[src/rtl/regfile_2r1w_pkg.sv]
// Shared pipeline constants and types for the integer register file.
// Index helpers keep the x0 / out-of-range rules in one place.
package regfile_2r1w_pkg;

    localparam int XLEN = 32;
    localparam int NREG = 32;
    localparam int AW   = 5;

    typedef logic [XLEN-1:0] xlen_t;
    typedef logic [AW-1:0]   regIdx_t;
    typedef xlen_t [NREG-1:1] regArray_t;

    localparam regIdx_t REG_ZERO = '0;
    localparam regIdx_t REG_RA   = regIdx_t'(1);
    localparam regIdx_t REG_SP   = regIdx_t'(2);

    function automatic logic inRange(regIdx_t idx);
        return 32'(idx) < NREG;
    endfunction

endpackage

[src/rtl/regfile_2r1w_read_port.sv]
// One combinational read port: x0, range, reset-zero and
// write-through bypass selection in front of the storage view.
module rf_read_port
    import regfile_2r1w_pkg::*;
#(
    parameter bit BYPASS = 1'b1
) (
    input  logic      rst,
    input  regIdx_t   idx,
    input  regArray_t regs,
    input  logic      wrEn,
    input  regIdx_t   wrIdx,
    input  xlen_t     wrData,
    output xlen_t     data
);

    always_comb begin
        data = '0;
        if (rst || idx == REG_ZERO || !inRange(idx)) begin
            data = '0;
        end else if (BYPASS && wrEn && wrIdx == idx) begin
            data = wrData;
        end else begin
            data = regs[idx];
        end
    end

endmodule

[src/rtl/regfile_2r1w.sv]
// Integer register file, two combinational reads and one writeback
// write; x0 is not stored and reads as zero.
module regfile_2r1w
    import regfile_2r1w_pkg::*;
#(
    parameter bit BYPASS = 1'b1
) (
    input  logic            clk,
    input  logic            rst,
    input  logic            regwriteW,
    input  logic [AW-1:0]   rdW,
    input  logic [XLEN-1:0] resultW,
    input  logic [AW-1:0]   rs1D,
    input  logic [AW-1:0]   rs2D,
    output logic [XLEN-1:0] rd1D,
    output logic [XLEN-1:0] rd2D
);

    regArray_t regs;
    logic      wrValid;

    // wrValid already excludes x0 and unimplemented indices
    assign wrValid = regwriteW && rdW != REG_ZERO && inRange(rdW);

    always_ff @(posedge clk) begin
        if (rst) begin
            regs <= '0;
        end else if (wrValid) begin
            regs[rdW] <= resultW;
        end
    end

    rf_read_port #(
        .BYPASS(BYPASS)
    ) port1 (
        .rst   (rst),
        .idx   (rs1D),
        .regs  (regs),
        .wrEn  (wrValid),
        .wrIdx (rdW),
        .wrData(resultW),
        .data  (rd1D)
    );

    rf_read_port #(
        .BYPASS(BYPASS)
    ) port2 (
        .rst   (rst),
        .idx   (rs2D),
        .regs  (regs),
        .wrEn  (wrValid),
        .wrIdx (rdW),
        .wrData(resultW),
        .data  (rd2D)
    );

endmodule

[config.mk]
export PLATFORM = sky130hd
export DESIGN_NAME = regfile_2r1w
export DESIGN_NICKNAME = d
export VERILOG_FILES = /design/src/rtl/regfile_2r1w_pkg.sv /design/src/rtl/regfile_2r1w_read_port.sv /design/src/rtl/regfile_2r1w.sv
export SDC_FILE = /design/constraint.sdc
export NUM_CORES = 2
export LEC_CHECK = 0
export CAP_MARGIN = 20
export CORE_MARGIN = 2
export CORE_UTILIZATION = 25
export CTS_CLUSTER_DIAMETER = 50
export CTS_CLUSTER_SIZE = 30
export DETAILED_ROUTE_END_ITERATION = 10
export PLACE_DENSITY = 0.42
export SLEW_MARGIN = 20
export SYNTH_ARGS = -nofsm -noshare
export SYNTH_HDL_FRONTEND = slang
export SYNTH_HIERARCHICAL = 1
export SYNTH_SLANG_ARGS = --single-unit
[constraint.sdc]
create_clock -name clk -period 2.62 [get_ports clk]
set_input_delay 0.393 -clock clk [delete_from_list [all_inputs] [get_ports clk]]
set_output_delay 0.393 -clock clk [all_outputs]
set_load 0.02 [all_outputs]
# Word level (Yosys, flattened, before mapping)
# Index checks and enable logic that the tools add are counted.
[classes]
magnitude_cmp = 4
eq_ne = 2
n_mux = 11
reduce_logical = 9
[op_table]
columns = ["operator", "n"]
rows = [
  ["992-bit bitwise mux", 1],
  ["32-bit binary-select mux with 5-bit select", 2],
  ["32-bit two-way mux", 7],
  ["32-bit demux with 5-bit select", 1],
  ["5-bit by 6-bit < comparator with 1-bit output (second input constant)", 3],
  ["5-bit == test", 2],
  ["5-bit zero test", 2],
  ["5-bit by 1-bit greater-or-equal comparator with 1-bit output (second input constant)", 1],
  ["5-bit nonzero test", 1],
  ["1-bit logical AND", 4],
  ["1-bit logical OR", 2],
]
[totals]
regBits = 992
input_bits = 50
output_inout_bits = 64
elab_cells = 57

# Longest topological paths before layout
[depth]
depth_word = 5
depth_mapped = 9
mapped_depth_nobuf = 5

# Modules after synthesis
# Netlist, hierarchy kept.
[modules_own_cells]
columns = ["mod", "n_inst", "cells_each", "area_each_um2", "seq_area_each_um2"]
rows = [
  ["regfile_2r1w", 1, 3369, 38232.9, 19859.0],
  ["rf_read_port", 2, 889, 8998.6, 0.0],
]

# Worst setup path after synthesis
# OpenSTA, ideal clock, no wires.
[synth_timing]
path_kind = "input port to output port"
startpoint = "input rs1D[0]"
endpoint = "output rd1D[24]"
arrival_time_ns = 1.915
t_required_ns = 2.227
path_slack_ns = 0.312
cell_stages = 7
path_buffers = 3
cell_sequence = "buf_6 -> buf_6 -> buf_6 -> mux4_2 -> mux2i_1 -> o221ai_1 -> o221a_1"
[synth_via]
elab_chain_cells = 4
word_cells_on_any_way = 8
cone_classes = "1 x eq/ne; 4 x mux; 3 x reduce/logical"
[synth_rtl]
columns = ["item", "line", "rtl"]
rows = [
  ["from (decl)", "regfile_2r1w.sv:13", "input logic [AW-1:0] rs1D,"],
  ["32-bit binary-select mux with 5-bit select or 5-bit == test (tied branches)", "regfile_2r1w_read_port.sv:24, regfile_2r1w_read_port.sv:21", ""],
  ["32-bit two-way mux (implied by the code) or 1-bit logical AND (tied branches)", "regfile_2r1w_read_port.sv:24, regfile_2r1w_read_port.sv:21", ""],
  ["32-bit two-way mux", "regfile_2r1w_read_port.sv:21", "end else if (BYPASS && wrEn && wrIdx == idx) begin"],
  ["32-bit two-way mux *", "regfile_2r1w_read_port.sv:19", "if (rst || idx == REG_ZERO || !inRange(idx)) begin"],
  ["to (decl)", "regfile_2r1w.sv:15", "output logic [XLEN-1:0] rd1D,"],
]
# Every way passes the cells marked *; elsewhere a longest branch is shown, timed or not. The select of a mux whose other input is x is not followed.

# Worst setup path in the final report
[layout_timing]
startpoint = "register regs[838] (netlist name)"
endpoint = "output rd2D[6]"
[layout_via]
elab_chain_cells = 4
[layout_rtl]
columns = ["item", "line", "rtl"]
rows = [
  ["from (decl)", "regfile_2r1w.sv:19", "regArray_t regs;"],
  ["from (signal, indexed assignment)", "regfile_2r1w.sv:29", "regs[rdW] <= resultW;"],
  ["32-bit binary-select mux with 5-bit select", "regfile_2r1w_read_port.sv:24", "data = regs[idx];"],
  ["32-bit two-way mux (implied by the code)", "regfile_2r1w_read_port.sv:24", ""],
  ["32-bit two-way mux", "regfile_2r1w_read_port.sv:21", ""],
  ["32-bit two-way mux", "regfile_2r1w_read_port.sv:19", ""],
  ["to (decl)", "regfile_2r1w.sv:16", "output logic [XLEN-1:0] rd2D"],
]
# No other way between the ends. The select of a mux whose other input is x is not followed.

==> impl_metrics.toml <==
[run_status]
status = "finished, violations left"
violations = "negative setup slack"

[drt]
drc_errors = 0
dr.pass1.iters = 5
routedWlPerCell_um = 27.6
vias = 43100
drt-initial-drc-count = 3468
ant_nets = 0
routed_wl_mm = 240
via_per_inst = 4.96

[sta]
fin_crit_ns = 2.95
finalClockSkew_ns = 0
final.period_utilization_pct = 113
whs_ns = 0.0941
fmax_mhz = 339
hold_viol_final = 0
setup-violations-final = 64
slew_headroom_pct = 36.9
fin_ws_ns = -0.328
setup_tns_ns = -14.32
rsz0062_at_grt = "yes"
finalMaxSlewViolations = 0
worst_pin_slew_ns = 0.946

[die]
io_pins = 114
initial_core_util_pct = 25.1
die_w_um = 478
rows = 174
core_um2 = 224000
die_area_um2 = 229000
die_h_um = 478

[worst_setup_path]
crit_slowest_cell = "mux4_2"
reg2reg_slack_ns = 1.81
critPathMaxStageDelay_ns = 0.48
worst_r2r_path_depth = 4
critical_path_class = "reg -> out"
crit_path_end_kind = "primary output"
rr_startpoint = "regs[967]"
timing.critical_path.arrival_ns = 2.56
r2r-end = "regs[967]"
path_cells = "mux4_2 > mux2i_1 > buf_4 > o221ai_4 > o221a_1 > buf_6"
critical_path.max_fanout = 3
start_kind = "register"
required_ns = 2.23

[yosys]
synth_top_area_share_pct = 35.3
synthTopCellsByArea = "dfxtp_1 35%, mux2i_1 27%, nand2b_1 12%"
synth_compound_area_share_pct = 6.90
ys.flop_type = "dfxtp_1"
ys_async_sr_fraction_pct = 0
synth_cell_types = 41
synth_edf_count = 0
syn_nets = 5197
netlist_instances = 5147
yosysTopAreaCell = "dfxtp_1"
yosysMostFrequentCell = "mux2i_1"
synth_top_family_by_area = "multiplexers"
yosys_warnings = 6
syn_avg_cell_area_um2 = 10.9
synth_common_cells = "1,504 x mux2i_1, 1,040 x nand2b_1, 992 x dfxtp_1, 262 x clkbuf_1, 244 x mux4_2"
ys_seq_elements = 992
synth.mux.area_fraction_pct = 38.1
synthAdderAreaFrac_pct = 0
yosysSeqAreaShare_pct = 35.3
netlist_area_um2 = 56200
synth-xor-area-share_pct = 0.156
synth-simple-area-share_pct = 13.9

[power_and_ir_drop]
power_frac_seq_pct = 37.3
power.leakage_nw = 33.5
p_int_w = 0.0295
swShare_pct = 27.8
pwr-share-clk_pct = 49.9
power.share.combinational_pct = 12.7
ir_drop_uv = 566
power_density_nw_per_um2 = 548
switchingPower_w = 0.0114

[clock_network]
ctsHtreeMaxLevel = 4
cts_buffer_depth = 3
cts_root_buffer = "clkbuf_16"
numCtsBuffers = 144
cts_tree = "built"
cts_sinks = 992
clk_pin_slew_ns = 0.06
worstSkewPairLatency_ns = 0.79

[layout]
largest_reg_flops = 992
areaGrowthSynthToFinish_pct = 32.8
regMostFlops = "regs"
nets = 5625
fillCellCount = 22500
drive_above_1_share_pct = 32.9
largest_registers = "regs (992)"
final_cell_count_no_fill = 8690

[global_routing]
antenna_found_initial = 4
grt_max_degree = 131
track_usage_pct = 20.4
first_global_vias = 43900
gr-total-overflow = 0
grt_pass1_wl_mm = 340

[place]
gp_congestion = 0.851
dpl.hpwl_mm = 160
dp_cells = 8347
portBuffers = 113

[hold_path]
hold_path_depth = 3
min_from = "rst"
hold_class = "in -> reg"
hold_end = "regs[20]"

[job]
drv_cap = 0
layout by cell type (no fill, tap or decap), drive strengths merged, types with 59 or more instances in the layout:
| master | instances |
|---|---|
| nor2 | 59 |
| dfxtp | 992 |
| clkbuf | 174 |
| nand2 | 105 |
| mux2 | 76 |
| o221a | 64 |
| mux4 | 244 |
| mux2i | 1504 |
| o221ai | 64 |
| a22oi | 192 |
| nand2b | 1040 |
| buf | 787 |
power groups by stage:
stage	Sequential, W	Combinational, W	Clock [W]
2_1_floorplan	0.0156	0.00230	0
3_3_place_gp	0.0156	0.00458	0
3_5_place_dp	0.0156	0.00458	0
4_1_cts	0.0153	0.00505	0.0209
5_1_grt	0.0153	0.00537	0.0215
6_report	0.0153	0.00521	0.0204
stage by stage:
step / util, % / area [µm²] / worst slack [ns] / total power [W]
after detailed placement: 29.2 / 65400 / -1.06 / 0.0202
final: 33.3 / 74700 / -0.328 / 0.0409
after CTS: 32.7 / 73400 / -0.442 / 0.0412
after global routing: 33.3 / 74700 / -0.395 / 0.0422
after floorplan: - / 56200 / 0.312 / 0.0179
after global placement: 29.2 / 65400 / -1.11 / 0.0202
kinds of logic after synthesis:
family | after synthesis
multiplexers | 1824
XOR/XNOR | 10
flip-flops | 992
AO/OA/AOI/OAI | 475
AND/OR/NAND/NOR | 1294
buffers and inverters | 552
what timing repair did:
item | CTS | global route
resized for setup | 610 | 199
cloned | 13 | 2
endpoints found under the hold margin | 0 | 0
hold buffers | 0 | 0
setup buffers | 68 | 42
pin swaps | 93 | 76
endpoints found under the setup margin | 64 | 64
metal layers:
metal  GRT usage [%]  part of all wire, %  vias to the layer above
met5               0                    0                        -
met4            6.68                  3.5                        0
met3            2.87                  4.0                      333
met2            32.6                   46                      994
met1            28.2                   47                    22200
li1                -                    -                    19600
critical path: cells and delay by family, from the launching register on:
family	cells	cell delay [ns]
mux	2	0.63
flops	1	0.32
compound gates	2	0.46
buf+inv	2	0.33
final cells by class:
type,instances,area (µm²),area share [%]
well taps,2992,3740,5.01
clock buffers,170,3910,5.23
multi-input cells,3603,35900,48.1
diodes,2,5.00,0.00670
repair buffers,834,9950,13.3
flip-flops and latches,992,20000,26.8
clock inverters,97,1090,1.46
how the worst max path moves through the flow:
stage	startpoint	end	slack [ns]	cells past startpoint
after global routing	regs[967]	rd1D[7]	-0.40	7
after CTS	regs[351]	rd2D[31]	-0.44	6
final	regs[838]	rd2D[6]	-0.33	6
after floorplan	rs1D[0]	rd1D[24]	0.31	7
after global placement	rs2D[2]	rd2D[6]	-1.11	10
after detailed placement	rs2D[2]	rd2D[6]	-1.06	10
Power figures use the tool's default switching activity.
